<file path="config.mk">
export PLATFORM = sky130hd
export DESIGN_NAME = hazard_ctrl
export DESIGN_NICKNAME = d
export VERILOG_FILES = /design/src/rtl/hazard_ctrl.sv
export SDC_FILE = /design/constraint.sdc
export NUM_CORES = 1
export LEC_CHECK = 0
export ABC_AREA = 1
export CORE_MARGIN = 2
export CORE_UTILIZATION = 36
export DETAILED_ROUTE_END_ITERATION = 7
export HOLD_SLACK_MARGIN = 0.1
export PLACE_DENSITY = 0.77
export SETUP_SLACK_MARGIN = 0.1
export SYNTH_ARGS = -nofsm -noshare
export SYNTH_HDL_FRONTEND = slang
export SYNTH_SLANG_ARGS = --single-unit
export TNS_END_PERCENT = 100
</file>
<file path="constraint.sdc">
create_clock -name clk -period 2.2 [get_ports clk]
set_input_delay 0.22 -clock clk [delete_from_list [all_inputs] [get_ports clk]]
set_output_delay 0.22 -clock clk [all_outputs]
set_load 0.01 [all_outputs]
</file>
<file path="src/rtl/hazard_ctrl.sv">
// hazard_ctrl: stall/flush and forwarding control for the 5-stage RV32I core.
// Load-use bubbles and taken-transfer flushes are sequenced by a RUN/BUBBLE/FLUSH FSM.
// HAZARD_FORWARD_EN defined: operand forwarding on, load-use stalls for one bubble.
// HAZARD_FORWARD_EN undefined: forwarding tied off, and any E/M/W RAW hazard stalls.
// Ports:
//   clk, rst                : clock, synchronous active-high reset
//   Rs1D_i, Rs2D_i          : decode source registers
//   Rs1E_i, Rs2E_i          : execute source registers
//   RdE_i, RdM_i, RdW_i     : destinations in execute, memory and writeback
//   regWrite{E,M,W}_i       : stage writes a register
//   resultSrcE_i            : execute instruction is a load
//   pcSrcE_i                : control transfer taken in execute
//   stallF_o, stallD_o      : hold PC, hold fetch->decode register
//   flushD_o, flushE_o      : clear fetch->decode, decode->execute registers
//   forwardAE_o/forwardBE_o : 00 RD, 10 ALU result M, 01 result W
//   stallCount_o            : saturating count of stallD_o cycles
//   flushCount_o            : saturating count of redirect flushes
module hazard_ctrl #(
    parameter int REG_ADDR_WIDTH = 5,
    parameter int CNT_WIDTH      = 16
) (
    input  logic                      clk,
    input  logic                      rst,
    input  logic [REG_ADDR_WIDTH-1:0] Rs1D_i,
    input  logic [REG_ADDR_WIDTH-1:0] Rs2D_i,
    input  logic [REG_ADDR_WIDTH-1:0] Rs1E_i,
    input  logic [REG_ADDR_WIDTH-1:0] Rs2E_i,
    input  logic [REG_ADDR_WIDTH-1:0] RdE_i,
    input  logic [REG_ADDR_WIDTH-1:0] RdM_i,
    input  logic [REG_ADDR_WIDTH-1:0] RdW_i,
    input  logic                      regWriteE_i,
    input  logic                      regWriteM_i,
    input  logic                      regWriteW_i,
    input  logic                      resultSrcE_i,
    input  logic                      pcSrcE_i,
    output logic                      stallF_o,
    output logic                      stallD_o,
    output logic                      flushD_o,
    output logic                      flushE_o,
    output logic [1:0]                forwardAE_o,
    output logic [1:0]                forwardBE_o,
    output logic [CNT_WIDTH-1:0]      stallCount_o,
    output logic [CNT_WIDTH-1:0]      flushCount_o
);

    typedef enum logic [1:0] {
        RUN    = 2'd0,
        BUBBLE = 2'd1,
        FLUSH  = 2'd2
    } state_t;

    localparam logic [REG_ADDR_WIDTH-1:0] X0 = '0;
    localparam logic [CNT_WIDTH-1:0] CNT_MAX = {CNT_WIDTH{1'b1}};

    state_t               r_state;
    state_t               w_next;
    logic [CNT_WIDTH-1:0] r_stall_cnt;
    logic [CNT_WIDTH-1:0] r_flush_cnt;

    logic w_redirect;
    logic w_load_use;
    logic w_raw;
    logic w_hazard;
    logic w_stall;
    logic w_flush;
    logic w_unused;

    // Some inputs only matter in one build flavour.
    assign w_unused = ^{Rs1E_i, Rs2E_i, resultSrcE_i,
                        regWriteE_i, w_load_use, w_raw};

    assign w_redirect = pcSrcE_i;

    assign w_load_use = resultSrcE_i && (RdE_i != X0) &&
                        ((RdE_i == Rs1D_i) || (RdE_i == Rs2D_i));

    assign w_raw =
        (regWriteE_i && (RdE_i != X0) &&
         ((RdE_i == Rs1D_i) || (RdE_i == Rs2D_i))) ||
        (regWriteM_i && (RdM_i != X0) &&
         ((RdM_i == Rs1D_i) || (RdM_i == Rs2D_i))) ||
        (regWriteW_i && (RdW_i != X0) &&
         ((RdW_i == Rs1D_i) || (RdW_i == Rs2D_i)));

`ifdef HAZARD_FORWARD_EN
    assign w_hazard = w_load_use;
`else
    assign w_hazard = w_raw;
`endif

    // Hazards are only evaluated in RUN; a redirect wins in every state
    // because whatever sits in decode is on the wrong path.
    always_comb begin
        w_stall = 1'b0;
        w_flush = 1'b0;
        w_next  = RUN;
        unique case (r_state)
            RUN: begin
                if (w_redirect) begin
                    w_flush = 1'b1;
                    w_next  = FLUSH;
                end else if (w_hazard) begin
                    w_stall = 1'b1;
`ifdef HAZARD_FORWARD_EN
                    w_next  = BUBBLE;
`else
                    w_next  = RUN;
`endif
                end
            end
            BUBBLE, FLUSH: begin
                if (w_redirect) begin
                    w_flush = 1'b1;
                    w_next  = FLUSH;
                end
            end
            default: w_next = RUN;
        endcase
    end

    assign stallF_o = w_stall && !rst;
    assign stallD_o = w_stall && !rst;
    assign flushD_o = w_flush && !rst;
    assign flushE_o = (w_flush || w_stall) && !rst;

`ifdef HAZARD_FORWARD_EN
    // Memory-stage result is younger than writeback, so it wins.
    always_comb begin
        forwardAE_o = 2'b00;
        if (regWriteM_i && (RdM_i != X0) && (RdM_i == Rs1E_i))
            forwardAE_o = 2'b10;
        else if (regWriteW_i && (RdW_i != X0) && (RdW_i == Rs1E_i))
            forwardAE_o = 2'b01;
    end

    always_comb begin
        forwardBE_o = 2'b00;
        if (regWriteM_i && (RdM_i != X0) && (RdM_i == Rs2E_i))
            forwardBE_o = 2'b10;
        else if (regWriteW_i && (RdW_i != X0) && (RdW_i == Rs2E_i))
            forwardBE_o = 2'b01;
    end
`else
    assign forwardAE_o = 2'b00;
    assign forwardBE_o = 2'b00;
`endif

    always_ff @(posedge clk) begin
        if (rst) begin
            r_state     <= RUN;
            r_stall_cnt <= '0;
            r_flush_cnt <= '0;
        end else begin
            r_state <= w_next;
            if (stallD_o && (r_stall_cnt != CNT_MAX))
                r_stall_cnt <= r_stall_cnt + 1'b1;
            if (flushD_o && (r_flush_cnt != CNT_MAX))
                r_flush_cnt <= r_flush_cnt + 1'b1;
        end
    end

    assign stallCount_o = r_stall_cnt;
    assign flushCount_o = r_flush_cnt;

endmodule

</file>
Word-level counts from Yosys, hierarchy flattened
Index checks and enable logic that the tools add are counted.
- bitwise gates (word level): 1
- add/subtract/negate cells: 2
- reduce and logical (&&, ||, !) cells: 24
- eq/ne operators: 10
- mux-type cells: 6
- operator list (kind ; number):
    16-bit by 1-bit adder with 16-bit output (second input constant) ; 2
    16-bit inequality test (second input constant) ; 2
    5-bit equality test ; 6
    5-bit nonzero test ; 3
    1-bit logical AND ; 11
    1-bit logical OR ; 6
    1-bit 2-to-1 mux ; 5
    3-bit OR reduction ; 1
    2-bit by 1-bit equality test with 1-bit output (second input constant) ; 1
    2-bit equality test (second input constant) ; 1
    2-bit zero test ; 1
    2-bit 2-to-1 mux ; 1
    2-bit OR reduction ; 1
    1-bit zero test ; 1
    1-bit NOT ; 1
- word-level logic and storage cells: 46
- bits in registers: 34
- output and inout port bits: 40

Longest topological paths before layout
Gate-level depths: netlist of the first run.
- depth in word-level cells: 10
- gate-level depth with buffers: 13

Least setup slack after synthesis of the first run
OpenSTA, ideal clock, no wires.
- kind: flip-flop to flip-flop
- from: register r_stall_cnt[1] (netlist: stallCount_o[1])
- to: register r_stall_cnt[2] (netlist: stallCount_o[2])
- data arrival time: 1.526 ns
- data required time: 2.087 ns
- setup time: 0.113 ns
- stages on the path, launching flop included: 12
- buffers on the path: 1
- path slack: 0.561 ns
- path through: dfxtp_1 > ha_1 > nand3_1 > nor2_2 > nand2_1 > nor2_2 > nand2_2 > nand3_4 > buf_6 > nand2_1 > nand2_1 > nor2_1
- cells in the longest elaborated chain, start to end: 2
- RTL lines (item ; line ; text):
    start, declared ; 57 ; logic [CNT_WIDTH-1:0] r_stall_cnt;
    start signal, assigned ; 156 ; r_stall_cnt <= r_stall_cnt + 1'b1;
    branches (longest 2 deep; another with 16-bit by 1-bit adder with 16-bit output) ; -- ;
Several ways; the timed one is not identified.
A chain may end at the register's enable or synchronous reset.

Worst setup path after layout of the first run
- from: input port RdW_i[2]
- to: output port flushE_o
- cells in the longest elaborated chain, start to end: 9
- RTL lines (item ; line ; text):
    start, declared ; 30 ; input logic [REG_ADDR_WIDTH-1:0] RdW_i,
    5-bit equality test or 5-bit nonzero test (tied branches) ; 83, 82 ;
    1-bit logical OR or 1-bit logical AND (tied branches) ; 83, 82 ;
    1-bit logical AND (*) ; 82 ; (regWriteW_i && (RdW_i != X0) &&
    1-bit logical OR (*) ; 81 ; ((RdM_i == Rs1D_i) || (RdM_i == Rs2D_i))) ||
    1-bit 2-to-1 mux (*) ; 102 ; end else if (w_hazard) begin
    1-bit 2-to-1 mux (*) ; 99 ; if (w_redirect) begin
    1-bit 2-to-1 mux (*) ; 97 ; unique case (r_state)
    1-bit logical OR (*) ; 124 ; assign flushE_o = (w_flush || w_stall) && !rst;
    1-bit logical AND (*) ; 124 ;
    end, declared ; 39 ; output logic flushE_o,
Every way passes the cells marked *; elsewhere a longest branch is shown, timed or not.

==> metrics.md, run 1 <==
| Metric | Value |
|---|---|
| Rows | `30` |
| Ys async rst share | `0%` |
| Pin count of the biggest net entering global routing | `22` |
| PD cells | `422.5 mW/mm^2` |
| CP required | `1.98 ns` |
| Final Power | `1.421 mW` |
| Die height | `86.43 um` |
| Hold Path Class | `reg2reg` |
| Core ar. | `0.006681 sq mm` |
| Count leader, synth | `nand2_1` |
| Slew Viols, Final | `0` |
| Post-Syn Instances | `424` |
| Crit path max-delay family | `simple AND/OR/NAND/NOR gates` |
| # clock sinks | `33` |
| WL per Instance | `11.17 um` |
| DRC violations left | `0` |
| Total gr overflow | `0` |
| Worst r2r src | `flushCount_o[0]` |
| Worst-path clk slew | `0.07 ns` |
| Sw frac | `27.89%` |
| Sequential share of power | `43.5%` |
| Post-layout util | `50.32%` |
| Power Internal | `1.024 mW` |
| Top FF cell, synth | `dfxtp_1` |
| CP max stage cell | `clkdlybuf4s50_1` |
| Reg2reg end | `flushCount_o[7]` |
| Cells after DPL | `579` |
| Die width | `86.43 um` |
| CP Buf/Inv Count | `3` |
| Critical path depth | `12` |
| Syn Area/Cell | `5.769 sq um` |
| Synth top area cells | `dfxtp_1 (27%), nand2_1 (21%), inv_1 (9.5%)` |
| Global-route wire length before repair | `11.18 mm` |
| Fin. Hold Viols | `0` |
| Post-Place Cell Area | `0.003274 sq mm` |
| Worst Path Arrival | `1.71 ns` |
| Synth Cell Area | `0.002446 sq mm` |
| Post-synthesis cell type count | `28` |
| Die area | `0.007470 sq mm` |
| CTS tree | `built` |
| Worst setup margin | `0.2678 ns` |
| Post-DR vias/cell | `4.790` |
| Total GRT Usage | `18.32%` |
| Number of global-route vias before repair | `2634` |
| Clk buf depth | `2` |
| Highest fanout seen on the critical path | `3` |
| Crit path top cell by count | `nand2_1` |
| Worst hold margin | `0.4796 ns` |
| Register area share after synthesis | `27.01%` |
| Post-route cell area | `0.003362 sq mm` |
| Drt pass-1 iters | `4` |
| FF+latch count, synth | `33` |
| Max Cap Viol | `0` |
| Io pins | `82` |
| Crit. Startpoint | `RdW_i[2]` |
| Root buf cell | `clkbuf_8` |
| 1st-iter DRT viols | `105` |
| Critical path class | `in2out` |
| Sw Pwr | `0.3962 mW` |
| CP startpoint kind | `input port` |
| Post-CTS setup buffers | `0` |
| Initial core utilization | `36.61%` |
| Top-area cell type share of the netlist area | `27.01%` |
| Layout Cells excl Fill | `587` |
| Nets@finish | `550` |
| Logic pwr share | `19.8%` |
| Post-synth EDFFs | `0` |
| Layout cells sized above 1 | `9.270%` |
| RSZ-0062 raised after global routing | `false` |
| CP peak stage delay | `0.50 ns` |
| Synthesis-to-layout area growth | `37.44%` |
| GPL Wtd Cong | `0.8548` |
| Fmax | `517.5 MHz` |
| Antenna cell count | `0` |
| Final wirelength | `6.557 mm` |
| Peak supply drop | `280.8 uV` |
| Vias post-DR | `2812` |
| Fin crit share | `87.83%` |
| Port bufs | `66` |
| Largest area contributor in the netlist | `dfxtp_1` |
| Fin Setup TNS | `0 ns` |
| Status | `complete, no violations` |
| Yosys Warn Count | `0` |
| # H-tree levels | `2` |
| R2R cell count | `10` |
| Clk network pwr share | `36.7%` |
| P_leak | `1.576 nW` |
| Internal reg-to-reg setup slack | `0.45 ns` |
| Initial antenna violation count | `0` |
| Final ANT Viol Nets | `0` |
| Num CTS Buffers | `5` |
| DP Wirelength | `5.195 mm` |
| Hold_buf cts | `0` |
| Crit. End Element | `output pin` |
| Period minus WS final | `1.932 ns` |
| Critical path cell sequence | `clkdlybuf4s50_1 > inv_1 > nand2_1 > nand2_1 > nor2_1 > nand3_1 > nand2_1 > nand2_1 > nand3_4 > nand2_1 > nand2_1 > clkbuf_2` |
| Pre-CTS worst setup slack | `-0.1795 ns` |
| Worst Clk Skew | `0.007529 ns` |
| Synth cell count leaders | `nand2_1 (140), inv_1 (62), nor2_1 (58)` |
| Final setup vio count | `0` |
| Worst-skew pair later-pin latency | `0.30 ns` |
| Worst setup endpoint | `flushE_o` |
## cell usage in the layout, fill, tap and decap left out, drive strengths merged, types with 2 or more instances in the layout
master and instances:
nor3 13, nand4 17, conb 4, nor2 60, dfxtp 33, ha 2
xor2 10, inv 72, nor3b 2, clkbuf 10, a21oi 9, nor4 2
nand2 142, clkinv 2, clkdlybuf4s50 61, xnor2 7, nand3 26, buf 18
o21ai 12
## power by group through the flow
stage	sequential (mW)	clock (mW)	combinational, mW
after global routing	0.619	0.557	0.315
after global placement	0.630	0	0.277
after detailed placement	0.631	0	0.284
final	0.617	0.522	0.281
after floorplan	0.633	0	0.142
after CTS	0.617	0.531	0.282
## tightest hold or removal path, stage by stage, from the launching register on
cell and delay, ns:
dfxtp_1 0.33, inv_1 0.06, a21oi_1 0.05
## layer usage
metal	global-route usage (%)	vias to the layer above	share of wire, %
met5	0	-	0
met4	6.960	0	1.8
met3	3.238	12	4.5
met2	32.31	71	51
met1	22.09	1261	43
li1	-	1468	-
## state kept, by name, indices dropped and copies added (netlist names)
signal and count:
stallCount_o 16, r_state 1, flushCount_o 16
## final cells by class
class	count	area (sq um)
clock buffers	7	96.34
flip-flops and latches	33	660.6
clock inverters	1	5.005
fillers	674	3319
multi-input cells	309	1444
inverters	73	274.0
repair buffers	84	782.0
well taps	80	100.1
## cell families (layout without fill, tap and decap cells)
family | count (synthesis) | after routing | share of synthesized area, %
buffers and inverters | 85 | 165 | 14.42
XOR/XNOR | 17 | 17 | 6.087
AND/OR/NAND/NOR | 262 | 262 | 46.09
AO/OA/AOI/OAI | 24 | 24 | 5.218
flip-flops | 33 | 33 | 27.01
other | 1 | 4 | 0.1533
adder cells (fa/ha/maj) | 2 | 2 | 1.023
## worst min path at each step
stage                           from          endpoint  cells after the start
floorplan                   pcSrcE_i        r_state[1]                      2
global placement    flushCount_o[15]  flushCount_o[15]                      2
detailed placement  flushCount_o[15]  flushCount_o[15]                      2
CTS                 flushCount_o[15]  flushCount_o[15]                      2
global route        flushCount_o[15]  flushCount_o[15]                      2
finish              flushCount_o[15]  flushCount_o[15]                      2
## repair_timing
action	CTS	global route
pin swaps	0	0
endpoints found under the setup margin	3	3
gates resized for setup	4	9
hold endpoints to repair	0	0
Note: power is estimated with default switching activity, not from simulation.
==> inputs of run 2 (changes only) <==
CORE_MARGIN = not set   (was 2)
==> metrics.md, run 2 (synthesis gave the netlist of run 1 again) <==
| Metric | Value |
|---|---|
| Worst Path Arrival | `1.67 ns` |
| Final ANT Viol Nets | `0` |
| Io pins | `82` |
| Critical path class | `in2out` |
| Worst Clk Skew | `0.002661 ns` |
| Peak supply drop | `259.3 uV` |
| CP startpoint kind | `input port` |
| WL per Instance | `11.14 um` |
| Most frequent cells in the layout | `nand2_1 (139), inv_1 (61), nor2_1 (57), clkdlybuf4s50_1 (56), dfxtp_1 (33)` |
| Antenna cell count | `0` |
| Port bufs | `66` |
| Root buf cell | `clkbuf_8` |
| Fin crit share | `86.11%` |
| Final setup vio count | `0` |
| Fmax | `527.8 MHz` |
| Final wirelength | `6.553 mm` |
| CP Buf/Inv Count | `3` |
| Nets@finish | `554` |
| Max Cap Viol | `0` |
| Slew Viols, Final | `0` |
| # clock sinks | `33` |
| Hold_buf cts | `0` |
| Rows | `29` |
| Period minus WS final | `1.895 ns` |
| RSZ-0062 raised after global routing | `false` |
| Highest fanout seen on the critical path | `4` |
| CP required | `1.98 ns` |
| Vias post-DR | `2829` |
| Crit. End Element | `output pin` |
| Core ar. | `0.006459 sq mm` |
| CTS tree | `built` |
| Die width | `84.43 um` |
| CP peak stage delay | `0.56 ns` |
| Failing checks | `design-rule violations` |
| PD cells | `403.4 mW/mm^2` |
| 1st-iter DRT viols | `107` |
| Worst-path clk slew | `0.07 ns` |
| Synthesis-to-layout area growth | `38.31%` |
| # H-tree levels | `2` |
| Total GRT Usage | `18.64%` |
| Total gr overflow | `0` |
| GPL Wtd Cong | `0.8829` |
| Layout cells sized above 1 | `10.37%` |
| Die area | `0.007128 sq mm` |
| Pin count of the biggest net entering global routing | `22` |
| Global-route wire length before repair | `10.94 mm` |
| Crit path max-delay family | `buffers and inverters` |
| Fin Setup TNS | `0 ns` |
| Num CTS Buffers | `5` |
| Clk buf depth | `2` |
| Crit path top cell by count | `nand2_1` |
| Fin. Hold Viols | `0` |
| Initial antenna violation count | `0` |
| Hold Path Class | `reg2reg` |
| Post-DR vias/cell | `4.811` |
| Final Power | `1.365 mW` |
| CP max stage cell | `clkdlybuf4s50_1` |
| Initial core utilization | `37.87%` |
| DRC violations left | `8` |
| Commonest non-fill, non-tap cell in the layout | `nand2_1` |
| Drt pass-1 iters | `6` |
| Die height | `84.43 um` |
| Worst-skew pair later-pin latency | `0.29 ns` |
| Status | `finished with violations` |
| P_leak | `1.616 nW` |
| Critical path cell sequence | `clkdlybuf4s50_1 > inv_2 > nand2_1 > nand2_1 > nor2_1 > nand3_1 > nand2_1 > nand2_2 > nand3_4 > nand2_2 > nand2_1 > clkbuf_2` |
| Number of global-route vias before repair | `2548` |
| DP Wirelength | `5.080 mm` |
## run 2: cell count changes in the layout (fill, tap and decap cells not counted)
cell,previous run,this run
clkinv_2,1,2
buf_4,18,22
clkdlybuf4s50_1,61,56
dlygate4sd2_1,1,3
clkinvlp_4,0,1
nor2_1,58,57
nand2_2,2,3
nor2_2,2,3
nand2_1,140,139
dlymetal6s2s_1,1,4
clkbuf_8,7,5
## run 2: through the flow
stage | cells | cell area [sq um] | setup WS [ns] | utilization, % | hold WS [ns]
detailed placement | 580 | 3301 | -0.1894 | 51.10 | 0.4780
finish | 588 | 3383 | 0.3055 | 52.38 | 0.4889
global route | 588 | 3383 | 0.1440 | 52.38 | 0.5258
floorplan | 427 | 2457 | 0.5613 | - | 0.3700
global placement | 580 | 3301 | -0.1345 | 51.10 | 0.4693
CTS | 588 | 3379 | 0.09915 | 52.32 | 0.4945
## run 2: final timing paths
kind                         start          endpoint  slack [ns]  cells past startpoint
setup / recovery         Rs1D_i[1]          flushE_o        0.31                     12
hold reg to reg   flushCount_o[15]  flushCount_o[15]        0.49                      2
setup reg to reg   stallCount_o[0]   stallCount_o[0]        0.42                     10
hold / removal    flushCount_o[15]  flushCount_o[15]        0.49                      2
## run 2: area by class of cell
class	instances	area, sq um
Timing Repair Buffer	88	817.0
Tap cell	77	96.34
Clock inverter	3	17.52
Fill cell	651	3075
Multi-Input combinational cell	309	1449
Sequential cell	33	660.6
Clock buffer	5	68.82
Inverter	73	274.0
## run 2: worst reg2reg max path: stages (launching register included)
cell     delay, ns
dfxtp_1       0.38
ha_1          0.20
nand3_1       0.14
nor2_2        0.16
nand2_1       0.13
nor2_2        0.16
nand2_2       0.13
nand3_4       0.19
nand2_1       0.08
nand2_1       0.07
nor2_1        0.04
## run 2: power breakdown
part / leakage, nW / internal (mW) / switching (mW) / total [mW]
logic: 1.31 / 0.137 / 0.149 / 0.286
registers: 0.267 / 0.607 / 0.0103 / 0.617
clock network: 0.0439 / 0.218 / 0.244 / 0.462
total: 1.62 / 0.962 / 0.403 / 1.36
## run 2: repair_timing
item	4_1_cts	5_1_grt
gates resized for setup	6	14
buffers inserted	0	0
endpoints found under the setup margin	3	3
## run 2: metal layers
metal | up-vias | track usage, % | wire (um)
met4 | 0 | 4.622 | 63
met2 | 62 | 34.35 | 3377
met5 | - | 0 | 0
met1 | 1288 | 22.32 | 2834
met3 | 7 | 3.441 | 277
li1 | 1472 | - | -
